`src/rtl/histogram_frame_sequencer_pkg.sv`:
```
// Shared types and constants for the histogram frame sequencer and its readout streamer.
package histogram_frame_sequencer_pkg;

    localparam int DEF_BIN_W   = 10;
    localparam int DEF_COUNT_W = 24;

    // Histogram port direction encoding
    localparam logic HIST_READ  = 1'b0;
    localparam logic HIST_WRITE = 1'b1;

    typedef enum logic [3:0] {
        IDLE,
        CLEAR,
        ARMED,
        ACCUM,
        DRAIN,
        RD_ADDR,
        RD_WAIT,
        RD_PRESENT,
        DONE
    } seq_state_t;

    // Eight-bit counter increment that sticks at 255
    function automatic logic [7:0] sat_inc8(input logic [7:0] v);
        return (v == 8'hFF) ? 8'hFF : v + 8'd1;
    endfunction

endpackage

```
`src/rtl/histogram_frame_sequencer_streamer.sv`:
```
// Readout engine: walks every bin, waits out the histogram read latency and
// holds each count on a valid/ready stream until the consumer takes it.
module hist_readout_streamer
    import histogram_frame_sequencer_pkg::*;
#(
    parameter int NUM_BINS = 1024,
    parameter int BIN_W    = DEF_BIN_W,
    parameter int COUNT_W  = DEF_COUNT_W,
    parameter int READ_LAT = 2
) (
    input  logic               clk,
    input  logic               rst,
    input  logic               start,
    output logic               active,
    output logic               done,
    output logic [BIN_W-1:0]   rd_bin,
    input  logic [COUNT_W-1:0] hist_data,
    output logic               out_valid,
    input  logic               out_ready,
    output logic [BIN_W-1:0]   out_bin,
    output logic [COUNT_W-1:0] out_data,
    output logic               out_last
);

    localparam logic [BIN_W-1:0] LAST_BIN  = BIN_W'(NUM_BINS - 1);
    localparam logic [2:0]       WAIT_LAST = 3'(READ_LAT - 1);

    seq_state_t         state_q, state_d;
    logic [BIN_W-1:0]   bin_q, bin_d;
    logic [2:0]         wait_q, wait_d;
    logic [COUNT_W-1:0] data_q, data_d;

    // State, bin index, latency counter and captured count registers
    always_ff @(posedge clk or posedge rst) begin
        if (rst) begin
            state_q <= IDLE;
            bin_q   <= '0;
            wait_q  <= '0;
            data_q  <= '0;
        end else begin
            state_q <= state_d;
            bin_q   <= bin_d;
            wait_q  <= wait_d;
            data_q  <= data_d;
        end
    end

    // Address -> wait READ_LAT -> present, advancing one bin per accepted beat
    always_comb begin
        state_d = state_q;
        bin_d   = bin_q;
        wait_d  = wait_q;
        data_d  = data_q;
        case (state_q)
            IDLE: begin
                if (start) begin
                    state_d = RD_ADDR;
                    bin_d   = '0;
                end
            end
            RD_ADDR: begin
                state_d = RD_WAIT;
                wait_d  = '0;
            end
            RD_WAIT: begin
                if (wait_q == WAIT_LAST) begin
                    state_d = RD_PRESENT;
                    data_d  = hist_data;
                end else begin
                    wait_d = wait_q + 3'd1;
                end
            end
            RD_PRESENT: begin
                if (out_ready) begin
                    if (bin_q == LAST_BIN) begin
                        state_d = IDLE;
                    end else begin
                        state_d = RD_ADDR;
                        bin_d   = bin_q + 1'b1;
                    end
                end
            end
            default: state_d = IDLE;
        endcase
    end

    // Stream outputs are zero whenever no beat is being presented
    always_comb begin
        active    = (state_q != IDLE);
        out_valid = (state_q == RD_PRESENT);
        out_bin   = out_valid ? bin_q : '0;
        out_data  = out_valid ? data_q : '0;
        out_last  = out_valid && (bin_q == LAST_BIN);
        done      = out_last && out_ready;
        rd_bin    = active ? bin_q : '0;
    end

endmodule

```
`src/rtl/histogram_frame_sequencer.sv`:
```
// Frame-level controller: clears the bin RAM, gates one frame of pixels into it,
// lets the accumulate pipeline drain, then streams every bin count out.
module histogram_frame_sequencer
    import histogram_frame_sequencer_pkg::*;
#(
    parameter int NUM_BINS  = 1024,
    parameter int BIN_W     = DEF_BIN_W,
    parameter int COUNT_W   = DEF_COUNT_W,
    parameter int READ_LAT  = 2,
    parameter int DRAIN_CYC = 4
) (
    input  logic               clk,
    input  logic               rst,
    input  logic               enable,
    input  logic               frame_start,
    input  logic               frame_end,
    input  logic [BIN_W-1:0]   pixel_in,
    input  logic               pixel_valid_in,
    output logic               hist_rw,
    output logic               hist_clr,
    output logic [BIN_W-1:0]   hist_pixel,
    output logic               hist_pixel_valid,
    output logic [BIN_W-1:0]   hist_bin,
    input  logic [COUNT_W-1:0] hist_data,
    output logic               hist_image_done,
    output logic               out_valid,
    input  logic               out_ready,
    output logic [BIN_W-1:0]   out_bin,
    output logic [COUNT_W-1:0] out_data,
    output logic               out_last,
    output logic               busy,
    output logic [15:0]        frame_count,
    output logic [7:0]         drop_count
);

    localparam logic [BIN_W-1:0] LAST_BIN   = BIN_W'(NUM_BINS - 1);
    localparam logic [BIN_W-1:0] DRAIN_LAST = BIN_W'(DRAIN_CYC - 1);

    // The main FSM parks in RD_ADDR for the whole readout; the streamer owns the per-bin sub-states
    seq_state_t       state_q, state_d;
    logic [BIN_W-1:0] cnt_q, cnt_d;
    logic [15:0]      frame_count_q, frame_count_d;
    logic [7:0]       drop_count_q, drop_count_d;
    logic [BIN_W-1:0] hist_pixel_q, hist_pixel_d;
    logic             hist_pixel_valid_q, hist_pixel_valid_d;

    logic             accept;
    logic             drain_last;
    logic             rd_active;
    logic             rd_done;
    logic [BIN_W-1:0] rd_bin;

    assign accept     = ((state_q == ARMED) && frame_start) || (state_q == ACCUM);
    assign drain_last = (state_q == DRAIN) && (cnt_q == DRAIN_LAST);

    hist_readout_streamer #(
        .NUM_BINS (NUM_BINS),
        .BIN_W    (BIN_W),
        .COUNT_W  (COUNT_W),
        .READ_LAT (READ_LAT)
    ) u_streamer (
        .clk       (clk),
        .rst       (rst),
        .start     (drain_last),
        .active    (rd_active),
        .done      (rd_done),
        .rd_bin    (rd_bin),
        .hist_data (hist_data),
        .out_valid (out_valid),
        .out_ready (out_ready),
        .out_bin   (out_bin),
        .out_data  (out_data),
        .out_last  (out_last)
    );

    // Sequencer state, shared clear/drain counter, statistics and the pixel pipeline stage
    always_ff @(posedge clk or posedge rst) begin
        if (rst) begin
            state_q            <= IDLE;
            cnt_q              <= '0;
            frame_count_q      <= '0;
            drop_count_q       <= '0;
            hist_pixel_q       <= '0;
            hist_pixel_valid_q <= 1'b0;
        end else begin
            state_q            <= state_d;
            cnt_q              <= cnt_d;
            frame_count_q      <= frame_count_d;
            drop_count_q       <= drop_count_d;
            hist_pixel_q       <= hist_pixel_d;
            hist_pixel_valid_q <= hist_pixel_valid_d;
        end
    end

    // Frame sequencing, pixel gating and dropped frame_start accounting
    always_comb begin
        state_d            = state_q;
        cnt_d              = cnt_q;
        frame_count_d      = frame_count_q;
        drop_count_d       = drop_count_q;
        hist_pixel_d       = accept ? pixel_in : '0;
        hist_pixel_valid_d = accept && pixel_valid_in;

        if (frame_start && (state_q inside {CLEAR, ACCUM, DRAIN, RD_ADDR, DONE})) begin
            drop_count_d = sat_inc8(drop_count_q);
        end

        case (state_q)
            IDLE: begin
                if (enable) begin
                    state_d = CLEAR;
                    cnt_d   = '0;
                end
            end
            CLEAR: begin
                cnt_d = cnt_q + 1'b1;
                if (cnt_q == LAST_BIN) begin
                    state_d = ARMED;
                end
            end
            ARMED: begin
                if (frame_start) begin
                    state_d = frame_end ? DRAIN : ACCUM;
                    cnt_d   = '0;
                end else if (!enable) begin
                    state_d = IDLE;
                end
            end
            ACCUM: begin
                if (frame_end) begin
                    state_d = DRAIN;
                    cnt_d   = '0;
                end
            end
            DRAIN: begin
                cnt_d = cnt_q + 1'b1;
                if (drain_last) begin
                    state_d = RD_ADDR;
                end
            end
            RD_ADDR: begin
                if (rd_done) begin
                    state_d = DONE;
                end
            end
            DONE: begin
                frame_count_d = frame_count_q + 16'd1;
                state_d       = enable ? CLEAR : IDLE;
                cnt_d         = '0;
            end
            default: state_d = IDLE;
        endcase
    end

    // Histogram port controls decoded from the sequencer state
    always_comb begin
        hist_rw          = (state_q inside {ARMED, ACCUM, DRAIN}) ? HIST_WRITE : HIST_READ;
        hist_clr         = (state_q == CLEAR);
        hist_bin         = (state_q == CLEAR) ? cnt_q : (rd_active ? rd_bin : '0);
        hist_image_done  = drain_last;
        hist_pixel       = hist_pixel_q;
        hist_pixel_valid = hist_pixel_valid_q;
        busy             = !(state_q inside {IDLE, ARMED});
        frame_count      = frame_count_q;
        drop_count       = drop_count_q;
    end

endmodule

```
`config.mk`:
```
export PLATFORM = sky130hd
export DESIGN_NAME = histogram_frame_sequencer
export DESIGN_NICKNAME = d
export VERILOG_FILES = /design/src/rtl/histogram_frame_sequencer_pkg.sv /design/src/rtl/histogram_frame_sequencer_streamer.sv /design/src/rtl/histogram_frame_sequencer.sv
export SDC_FILE = /design/constraint.sdc
export NUM_CORES = 1
export LEC_CHECK = 0
export ABC_CLOCK_PERIOD_IN_PS = 4800
export BUFFER_PORTS_ARGS = -buffer_cell sky130_fd_sc_hd__clkbuf_2
export CORE_ASPECT_RATIO = 0.7
export CORE_MARGIN = 8
export CORE_UTILIZATION = 40
export CTS_CLUSTER_DIAMETER = 40
export DETAILED_ROUTE_END_ITERATION = 12
export GPL_TIMING_DRIVEN = 0
export HOLD_SLACK_MARGIN = 0.02
export PLACE_DENSITY_LB_ADDON = 0.05
export SLEW_MARGIN = 10
export SYNTH_ARGS = -nofsm -noshare
export SYNTH_HDL_FRONTEND = slang
export SYNTH_HIERARCHICAL = 1
export SYNTH_SLANG_ARGS = --single-unit
export TNS_END_PERCENT = 30
```
`constraint.sdc`:
```
create_clock -name clk -period 4.8 [get_ports clk]
set_clock_uncertainty 0.15 [all_clocks]
set_input_delay 0.24 -clock clk [delete_from_list [all_inputs] [get_ports clk]]
set_output_delay 0.24 -clock clk [all_outputs]
set_load 0.03 [all_outputs]
```
==> results of run 1 <==
per-layer routing:
layer  track usage  routed length (µm)  up-vias  part of all wire
li1              -                   -     1981                 -
met1         0.239                6100     1938              0.49
met2         0.246                5460       97              0.43
met3        0.0506                 905        7             0.072
met4        0.0422                  91        0            0.0073
met5             0                   0        -                 0
cell usage after synthesis, drive strengths merged (2+ instances only):
master and n:
mux2i 5, a22o 6, a21oi 6, nand4 7, a31oi 8, or3 3
nand2b 7, inv 14, nand3 18, and4 2, xor2 4, o211ai 2
and2 39, dfrtp 89, nor2b 8, nor3 7, nor4b 2, and3 22
mux2 29, nand2 52, nor2 31, ha 6, a21o 2, clkbuf 16
xnor2 14, o31ai 7, o21a 3, nor4 4, o21ai 33, buf 8
state kept, by name, indices dropped and copies added (netlist names):
name                flops
cnt_q                  10
drop_count              8
frame_count            16
hist_pixel             10
hist_pixel_valid        1
state_q                 4
u_streamer/bin_q       10
u_streamer/data_q      24
u_streamer/state_q      3
u_streamer/wait_q       3
where the power goes:
group / switching (mW) / internal, mW / total [mW]
logic: 0.577 / 0.342 / 0.919
clock network: 0.314 / 0.372 / 0.686
registers: 0.118 / 0.865 / 0.983
total: 1.01 / 1.58 / 2.59
cell usage in the layout, fill, tap and decap left out, drive strengths merged, types with 2 or more instances in the layout:
cell type,Yosys,routed
a21o,2,2
a21oi,6,6
a22o,6,6
a31oi,8,8
and2,39,39
and3,22,22
and4,2,2
buf,8,10
clkbuf,16,151
clkinvlp,0,3
dfrtp,89,89
dlygate4sd3,0,36
ha,6,6
inv,14,16
mux2,29,29
mux2i,5,5
nand2,52,52
nand2b,7,7
nand3,18,18
nand4,7,7
nor2,31,31
nor2b,8,8
nor3,7,7
nor4,4,4
nor4b,2,2
o211ai,2,2
o21a,3,3
o21ai,33,33
o31ai,7,7
or3,3,3
xnor2,14,14
xor2,4,4
how the worst min path moves through the flow:
stage                     from               endpoint  depth (start not counted)
6_report             out_ready  u_streamer/state_q[1]                          2
5_1_grt              out_ready  u_streamer/state_q[1]                          2
4_1_cts              out_ready  u_streamer/state_q[1]                          2
3_5_place_dp               rst  u_streamer/data_q[20]                          2
3_3_place_gp   frame_count[15]        frame_count[15]                          1
2_1_floorplan        out_ready  u_streamer/state_q[1]                          1
area by class of cell:
| type | count | area share |
|---|---|---|
| multi-input combinational | 341 | 0.364 |
| sequential | 89 | 0.362 |
| timing repair buffer | 163 | 0.167 |
| clock buffer | 10 | 0.0388 |
| tap | 157 | 0.0319 |
| buffer | 24 | 0.0205 |
| inverter | 14 | 0.00853 |
| clock inverter | 6 | 0.00833 |
cell families after synthesis:
family / count (synthesis)
muxes: 34
xor gates and xnor gates: 18
buffers and inverters: 38
and+or+nand+nor: 207
adders and majority gates: 6
DFF: 89
AOI/OAI and AO/OA: 76
through the flow:
stage | worst slack (ns) | cell area, µm² | power [mW]
4_1_cts | 1.97 | 6160 | 2.61
6_report | 1.98 | 6160 | 2.59
3_3_place_gp | 2.20 | 5470 | 1.87
3_5_place_dp | 2.18 | 5510 | 1.89
5_1_grt | 1.73 | 6160 | 2.74
2_1_floorplan | 2.00 | 4650 | 1.63
worst max-delay path: cells and delay by family (launching register included):
kind | cells | cell delay [ns]
DFF | 1 | 0.33
buffers and inverters | 4 | 1.21
and+or+nand+nor | 2 | 0.56
what timing repair did:
item | in CTS | in global routing
endpoints found under the hold margin | 90 | 0
buffers inserted | 0 | 0
hold buffers | 36 | 0
resized for setup | 0 | 0
==> metrics.cfg, run 1 <==
[detailed_routing]
drcViolationCount = 0
vias = 4023
ant_nets = 0
finalWirelength_mm = 12.5
drt_iter0_markers = 179
dr.pass1.iters = 4
wire_per_inst_um = 15.6
vias_per_cell = 5.00

[sta]
finalCriticalPeriod_ns = 2.82
slew_headroom = 0.466
tightest_slew_ns = 0.793
setup_viol = 0
rsz0062_at_grt = false
slew_violations = 0
finalSetupTns_ns = 0
hold_ws_ns = 0.0460
hold_viol = 0
max_freq_mhz = 354
period_share = 0.588

[synthesis]
synth_top_area_cell = dfrtp_1
synth-seq-cells = 89
synthMuxAreaShare = 0.0811
netlist.area_leader.share = 0.479
syn-cell-area_mm2 = 0.00465
synth_enable_flop_cells = 0
synthCells = 468
synth_top_family_by_area = simple AND/OR/NAND/NOR gates
synth-simple-area-share = 0.241
synth_compound_area_frac = 0.110
synth.avg_cell_area_um2 = 9.93
syn_nets = 515
seq_area_frac_synth = 0.479
synthAdderAreaFrac = 0.0162
yosys.area_share.xor_xnor = 0.0339
ys_types = 56
synth-async-reset-ratio = 1.00
ys.flop_type = dfrtp_1
yosys-top-cells-area = dfrtp_1 (48%), mux2_2 (6.1%), and2_1 (5.3%)
ys_warn_count = 6

[clock_network]
cts.sinks = 89
cts_buffers = 9
clk-insertion-delay-late_ns = 0.34
cts_tree = done
h-tree-depth = 3
clk_pin_slew_worst_paths_ns = 0.06
cts_root_buf = clkbuf_16
max-clock-path-buffers = 2

[placement]
routabilityCongestion = 0.827
io_buffers = 125
dpl.cell_count = 752
hpwl_mm = 9.15

[setup_path]
r2r_start = cnt_q[5]
crit_path_start_kind = flip-flop
end_kind = output pin
path_class = reg2out
cp-startpoint = u_streamer/state_q[2]
path_cells = clkbuf_1 > and3_1 > clkbuf_1 > clkbuf_1 > and2_1 > clkbuf_2
cpMaxStageDelayCell = clkbuf_1
rr_worst_depth = 6
critical-path-max-stage-delay_ns = 0.39
r2r-end = u_streamer/bin_q[2]
r2r_slack_ns = 2.20
cp_max_fo = 10
path_common_cell = clkbuf_1
setup.worst_path.end = out_data[8]
required_ns = 4.41
worstPathArrival_ns = 2.43

[grt]
grt_max_degree = 35
grt_pass1_wl_mm = 20.9
grt_usage = 0.169
antenna_found_initial = 0
overflow = 0
grt_pass1_vias = 4035

[die]
core-area_mm2 = 0.0115
rows = 33
start_util = 0.403
ios = 126
dieHeight_um = 106
die_area_mm2 = 0.0154
dieWidth_um = 145

[layout]
drive_above_1_share = 0.286
multi_input_area_mm2 = 0.00224
num_antenna_cells = 0
num-fill-cells = 1048
nets = 689
synthToLayoutAreaGrowth_pct = 32.6
regArea_mm2 = 0.00223
final_util = 0.535
instances_no_fill = 804

[min_path]
hp-class = in2reg

[power_and_ir_drop]
powerDensity_mw_per_mm2 = 420
cellLeakagePower_nw = 2.96
ir_worst_vdd_v = 0.000178

[flow_run]
cap_violations = 0

[status]
status = finished, final reports clean

Power figures use the tool's default switching activity.
==> run 2, diff against run 1 <==
ABC_CLOCK_PERIOD_IN_PS = 2500   (was 4800)
clock period = 2.5 ns   (was 4.8 ns; I/O delays follow)
==> metrics.cfg, run 2 (synthesis results as in run 1) <==
[status]
status = finished, final reports clean

[placement]
hpwl_mm = 9.07  ; -0.88%
dpl.cell_count = 752  ; unchanged
routabilityCongestion = 0.812  ; -1.8%
place_ws_ns = -0.0557  ; -2.24 ns
dpl-instance-area_mm2 = 0.00551  ; +0.11%
io_buffers = 125  ; unchanged

[layout]
largest_register_ffs = 24  ; unchanged
num-fill-cells = 1039  ; -0.86%
final_util = 0.543  ; +0.00847
design_area_mm2 = 0.00626  ; +1.6%
top_register = u_streamer/data_q
num_antenna_cells = 0  ; unchanged
instances_no_fill = 806  ; +0.25%
nets = 692  ; +0.44%
final_cell_mix = clkbuf_2 (128), dfrtp_1 (88), nand2_1 (52), and2_1 (39), dlygate4sd3_1 (37)
synthToLayoutAreaGrowth_pct = 34.7
layout_commonest_cell = clkbuf_2
drive_above_1_share = 0.304  ; +0.0176

[setup_path]
crit_path_start_kind = flip-flop
worstPathArrival_ns = 2.13  ; -0.30 ns
required_ns = 2.23  ; -2.18 ns
r2r-end = state_q[1]
r2r_slack_ns = 0.16  ; -2.04 ns
cp_max_fo = 7  ; -3
cp-startpoint = u_streamer/bin_q[1]
rr_worst_depth = 9  ; +3
r2r_start = u_streamer/bin_q[1]
path_class = reg2out
end_kind = output pin
setup.worst_path.end = out_last

[die]
dieHeight_um = 106  ; unchanged
ios = 126  ; unchanged
rows = 33  ; unchanged
die_area_mm2 = 0.0154  ; unchanged
dieWidth_um = 145  ; unchanged
start_util = 0.403  ; unchanged
core-area_mm2 = 0.0115  ; unchanged

[sta]
timing.final.ws_setup_ns = 0.0983  ; -1.88 ns
rsz0062_at_grt = false
setup_viol = 0  ; unchanged
hold_viol = 0  ; unchanged
period_share = 0.961
slew_headroom = 0.516  ; +0.0492
hold_ws_ns = 0.0537  ; +0.00770 ns
finalCriticalPeriod_ns = 2.40
max_freq_mhz = 416
tightest_slew_ns = 0.722  ; -0.0714 ns
finalSetupTns_ns = 0  ; unchanged
slew_violations = 0  ; unchanged

[detailed_routing]
drt_iter0_markers = 150  ; -16%
dr.pass1.iters = 5  ; +1
top_layer_used = met4
wl_met2_mm = 5.44  ; -0.37%
drcViolationCount = 0  ; unchanged
met3_length_um = 918  ; +1.4%
vias = 4038  ; +0.37%
finalWirelength_mm = 12.4  ; -1.3%
vias_per_cell = 5.01  ; +0.12%
wire_per_inst_um = 15.4  ; -1.5%
wl_met1_mm = 5.99  ; -1.7%
ant_nets = 0  ; unchanged

[clock_network]
cts.sinks = 89  ; unchanged
clk_pin_slew_worst_paths_ns = 0.06  ; about the same
h-tree-depth = 3  ; unchanged
cts_buffers = 9  ; unchanged
max-clock-path-buffers = 2  ; unchanged
clk-insertion-delay-late_ns = 0.33  ; about the same
cts_tree = done
cts_root_buf = clkbuf_16

[grt]
grt_max_degree = 30  ; -14%
antenna_found_initial = 0  ; unchanged
overflow = 0  ; unchanged
grt_pass1_vias = 4073  ; +0.94%
grt_pass1_wl_mm = 20.9  ; -0.20%
grt_usage = 0.167  ; -0.00189

[power_and_ir_drop]
cellLeakagePower_nw = 3.02  ; +2.0%
power_mw = 5.16  ; +99%
powerDensity_mw_per_mm2 = 824  ; +96%
ir_worst_vdd_v = 0.000505  ; +180%

[flow_run]
cap_violations = 0  ; unchanged

[min_path]
hp-class = in2reg
hold_depth = 4  ; +2

run 2: cell count changes in the layout (fill, tap and decap cells not counted), sizes merged:
cell | previous run | this run
buf | 10 | 14
bufinv | 0 | 2
clkbuf | 151 | 149
clkinv | 1 | 2
clkinvlp | 3 | 1
dlygate4sd3 | 36 | 37
inv | 16 | 14
run 2: power by group:
| part | leakage (nW) | switching (mW) | internal, mW |
|---|---|---|---|
| logic | 1.72 | 1.13 | 0.714 |
| clock network | 0.149 | 0.554 | 0.871 |
| registers | 1.15 | 0.224 | 1.66 |
run 2: worst min-delay path by stage:
stage	startpoint	end	slack, ns
final	frame_end	state_q[1]	0.05
after global routing	frame_end	state_q[1]	0.07
after CTS	frame_end	state_q[1]	0.03
after detailed placement	rst	u_streamer/data_q[15]	-0.06
after global placement	hist_data[19]	u_streamer/data_q[19]	0.21
after floorplan	out_ready	u_streamer/state_q[1]	0.09
run 2: repair_timing:
item / CTS / global route
endpoints found under the setup margin: 24 / 26
gates resized for setup: 7 / 6
pin swaps: 0 / 2
endpoints found under the hold margin: 100 / 0
buffers inserted: 0 / 4
hold buffers: 37 / 0
run 2: area by class of cell:
type | count | area (µm²) | area share
Clock inverter | 5 | 81.3 | 0.0130
Tap cell | 157 | 196 | 0.0314
Multi-Input combinational cell | 341 | 2280 | 0.364
Inverter | 14 | 52.6 | 0.00840
Clock buffer | 10 | 229 | 0.0366
Timing Repair Buffer | 168 | 1070 | 0.170
Buffer | 22 | 123 | 0.0196
Sequential cell | 89 | 2230 | 0.356
run 2: critical path: stages (launching register included):
cell      delay [ns]
dfrtp_1         0.38
ha_2            0.21
nand4_1         0.17
or4_1           0.43
buf_2           0.19
and2b_1         0.21
clkbuf_2        0.20
run 2: routing by layer:
| layer | global-route usage | up-vias |
|---|---|---|
| li1 | - | 1981 |
| met1 | 0.230 | 1950 |
| met2 | 0.246 | 105 |
| met3 | 0.0613 | 2 |
| met4 | 0.0333 | 0 |
| met5 | 0 | - |
==> run 3, diff against run 2 <==
PLACE_DENSITY = 0.68   (was not set)
PLACE_DENSITY_LB_ADDON = not set   (was 0.05)
==> metrics.cfg, run 3 (synthesis results as in run 1) <==
[grt]
grt_max_degree = 38  ; +27%
overflow = 0  ; unchanged
grt_pass1_wl_mm = 21.0  ; +0.59%
grt_usage = 0.169  ; +0.00233
grt_pass1_vias = 4101  ; +0.69%
antenna_found_initial = 1  ; +1

[layout]
layout_commonest_cell = clkbuf_2
num-fill-cells = 1027  ; -1.2%
top_register = u_streamer/data_q
final_util = 0.545  ; +0.00217
largest_register_ffs = 24  ; unchanged
final_cell_mix = clkbuf_2 (128), dfrtp_1 (88), nand2_1 (52), and2_1 (39), dlygate4sd3_1 (38)
synthToLayoutAreaGrowth_pct = 35.2
design_area_mm2 = 0.00628  ; +0.40%
nets = 696  ; +0.58%
drive_above_1_share = 0.304  ; +0.000737

[power_and_ir_drop]
pwr-share-clk = 0.273  ; -0.003
ir_worst_vdd_v = 0.000466  ; -7.7%
p_sw_mw = 1.95  ; +2.1%
power_mw = 5.14  ; -0.36%
switching_share = 0.379  ; +0.00916
power_frac_seq = 0.367  ; about the same
cell_internal_pwr_mw = 3.19  ; -1.8%
powerDensity_mw_per_mm2 = 818  ; -0.76%
combPwrFrac = 0.360  ; +0.003
cellLeakagePower_nw = 3.03  ; +0.45%

[clock_network]
cts_root_buf = clkbuf_16
clk_pin_slew_worst_paths_ns = 0.07  ; about the same
cts.sinks = 89  ; unchanged
max-clock-path-buffers = 2  ; unchanged
cts_buffers = 9  ; unchanged
cts_tree = done
clk-insertion-delay-late_ns = 0.33  ; about the same
h-tree-depth = 3  ; unchanged

[placement]
io_buffers = 125  ; unchanged
dpl-instance-area_mm2 = 0.00551  ; unchanged
hpwl_mm = 9.25  ; +2.0%
routabilityCongestion = 0.850  ; +4.6%

[setup_path]
r2r-end = state_q[0]
end_kind = output pin
path_class = reg2out
rr_worst_depth = 9  ; unchanged
cp_max_fo = 7  ; unchanged
r2r_slack_ns = 0.08  ; -0.08 ns
worstPathArrival_ns = 2.16  ; +0.03 ns
r2r_start = u_streamer/bin_q[1]
required_ns = 2.23  ; about the same
crit_path_start_kind = flip-flop

[sta]
tightest_slew_ns = 0.777  ; +0.0552 ns
rsz0062_at_grt = true
finalCriticalPeriod_ns = 2.44  ; +0.0351 ns
period_share = 0.975  ; +0.0140
slew_violations = 0  ; unchanged
finalSetupTns_ns = 0  ; unchanged
hold_viol = 0  ; unchanged
setup_viol = 0  ; unchanged
slew_headroom = 0.478  ; -0.0376
max_freq_mhz = 410  ; -1.4%

[die]
die_area_mm2 = 0.0154  ; unchanged
ios = 126  ; unchanged
rows = 33  ; unchanged
core-area_mm2 = 0.0115  ; unchanged
dieHeight_um = 106  ; unchanged
dieWidth_um = 145  ; unchanged
start_util = 0.403  ; unchanged

[detailed_routing]
dr.pass1.iters = 4  ; -1
vias = 4124  ; +2.1%
finalWirelength_mm = 12.8  ; +3.7%
drcViolationCount = 0  ; unchanged
ant_nets = 0  ; unchanged
vias_per_cell = 5.08  ; +1.4%
drt_iter0_markers = 197  ; +31%
wire_per_inst_um = 15.8  ; +2.9%

[flow_run]
cap_violations = 0  ; unchanged

[status]
status = finished, final reports clean

[min_path]
hp-class = in2async

run 3: cell type report:
class	count	area, µm²	area share
Buffer	22	123	0.0195
Timing Repair Buffer	172	1100	0.175
Sequential cell	89	2230	0.355
Multi-Input combinational cell	341	2270	0.361
Clock buffer	10	239	0.0380
Clock inverter	6	73.8	0.0118
Antenna cell	1	2.50	0.000398
Tap cell	157	196	0.0313
Inverter	14	52.6	0.00837
run 3: worst max-delay path by stage:
stage                        startpoint                  end  slack [ns]  depth (start not counted)
floorplan                      cnt_q[9]  u_streamer/bin_q[2]        0.12                          6
global placement    u_streamer/bin_q[0]           state_q[1]       -0.03                          9
detailed placement  u_streamer/bin_q[0]           state_q[0]       -0.06                          9
CTS                 u_streamer/bin_q[0]             out_last        0.04                          6
global route                 state_q[2]          hist_bin[3]       -0.05                          6
finish              u_streamer/bin_q[1]             out_last        0.06                          6
run 3: per-layer routing:
| layer | vias up | share of wire | track usage |
|---|---|---|---|
| li1 | 1990 | - | - |
| met2 | 99 | 0.48 | 0.279 |
| met3 | 14 | 0.058 | 0.0452 |
| met4 | 0 | 0.015 | 0.0503 |
| met1 | 2021 | 0.45 | 0.214 |
| met5 | - | 0 | 0 |
run 3: per-stage QoR:
stage / hold WS, ns / setup WS (ns) / cells
floorplan: 0.0922 / 0.119 / 468
global placement: 0.209 / -0.0317 / 750
detailed placement: -0.132 / -0.0611 / 752
CTS: 0.0479 / 0.0426 / 805
global route: 0.0658 / -0.0469 / 812
finish: 0.0764 / 0.0632 / 812
run 3: worst max-delay path: stages, from the launching register on:
cell and delay (ns):
dfrtp_1 0.41, ha_1 0.21, nand4_1 0.18, or4_1 0.44
buf_2 0.18, and2b_1 0.20, clkbuf_2 0.20
run 3: power by group through the flow:
stage                     combinational, mW  clock [mW]  sequential (mW)
after floorplan                        1.10           0             2.03
after global placement                 1.67           0             1.89
after detailed placement               1.73           0             1.90
after CTS                              1.80        1.45             1.88
after global routing                   2.02        1.50             1.92
final                                  1.85        1.40             1.89
run 3: timing repair:
item                                    CTS  global route
hold endpoints to repair                127             0
hold buffers                             38             0
pin swaps                                 0             1
endpoints found under the setup margin   24            25
resized for setup                         7             2
setup buffers                             0             7
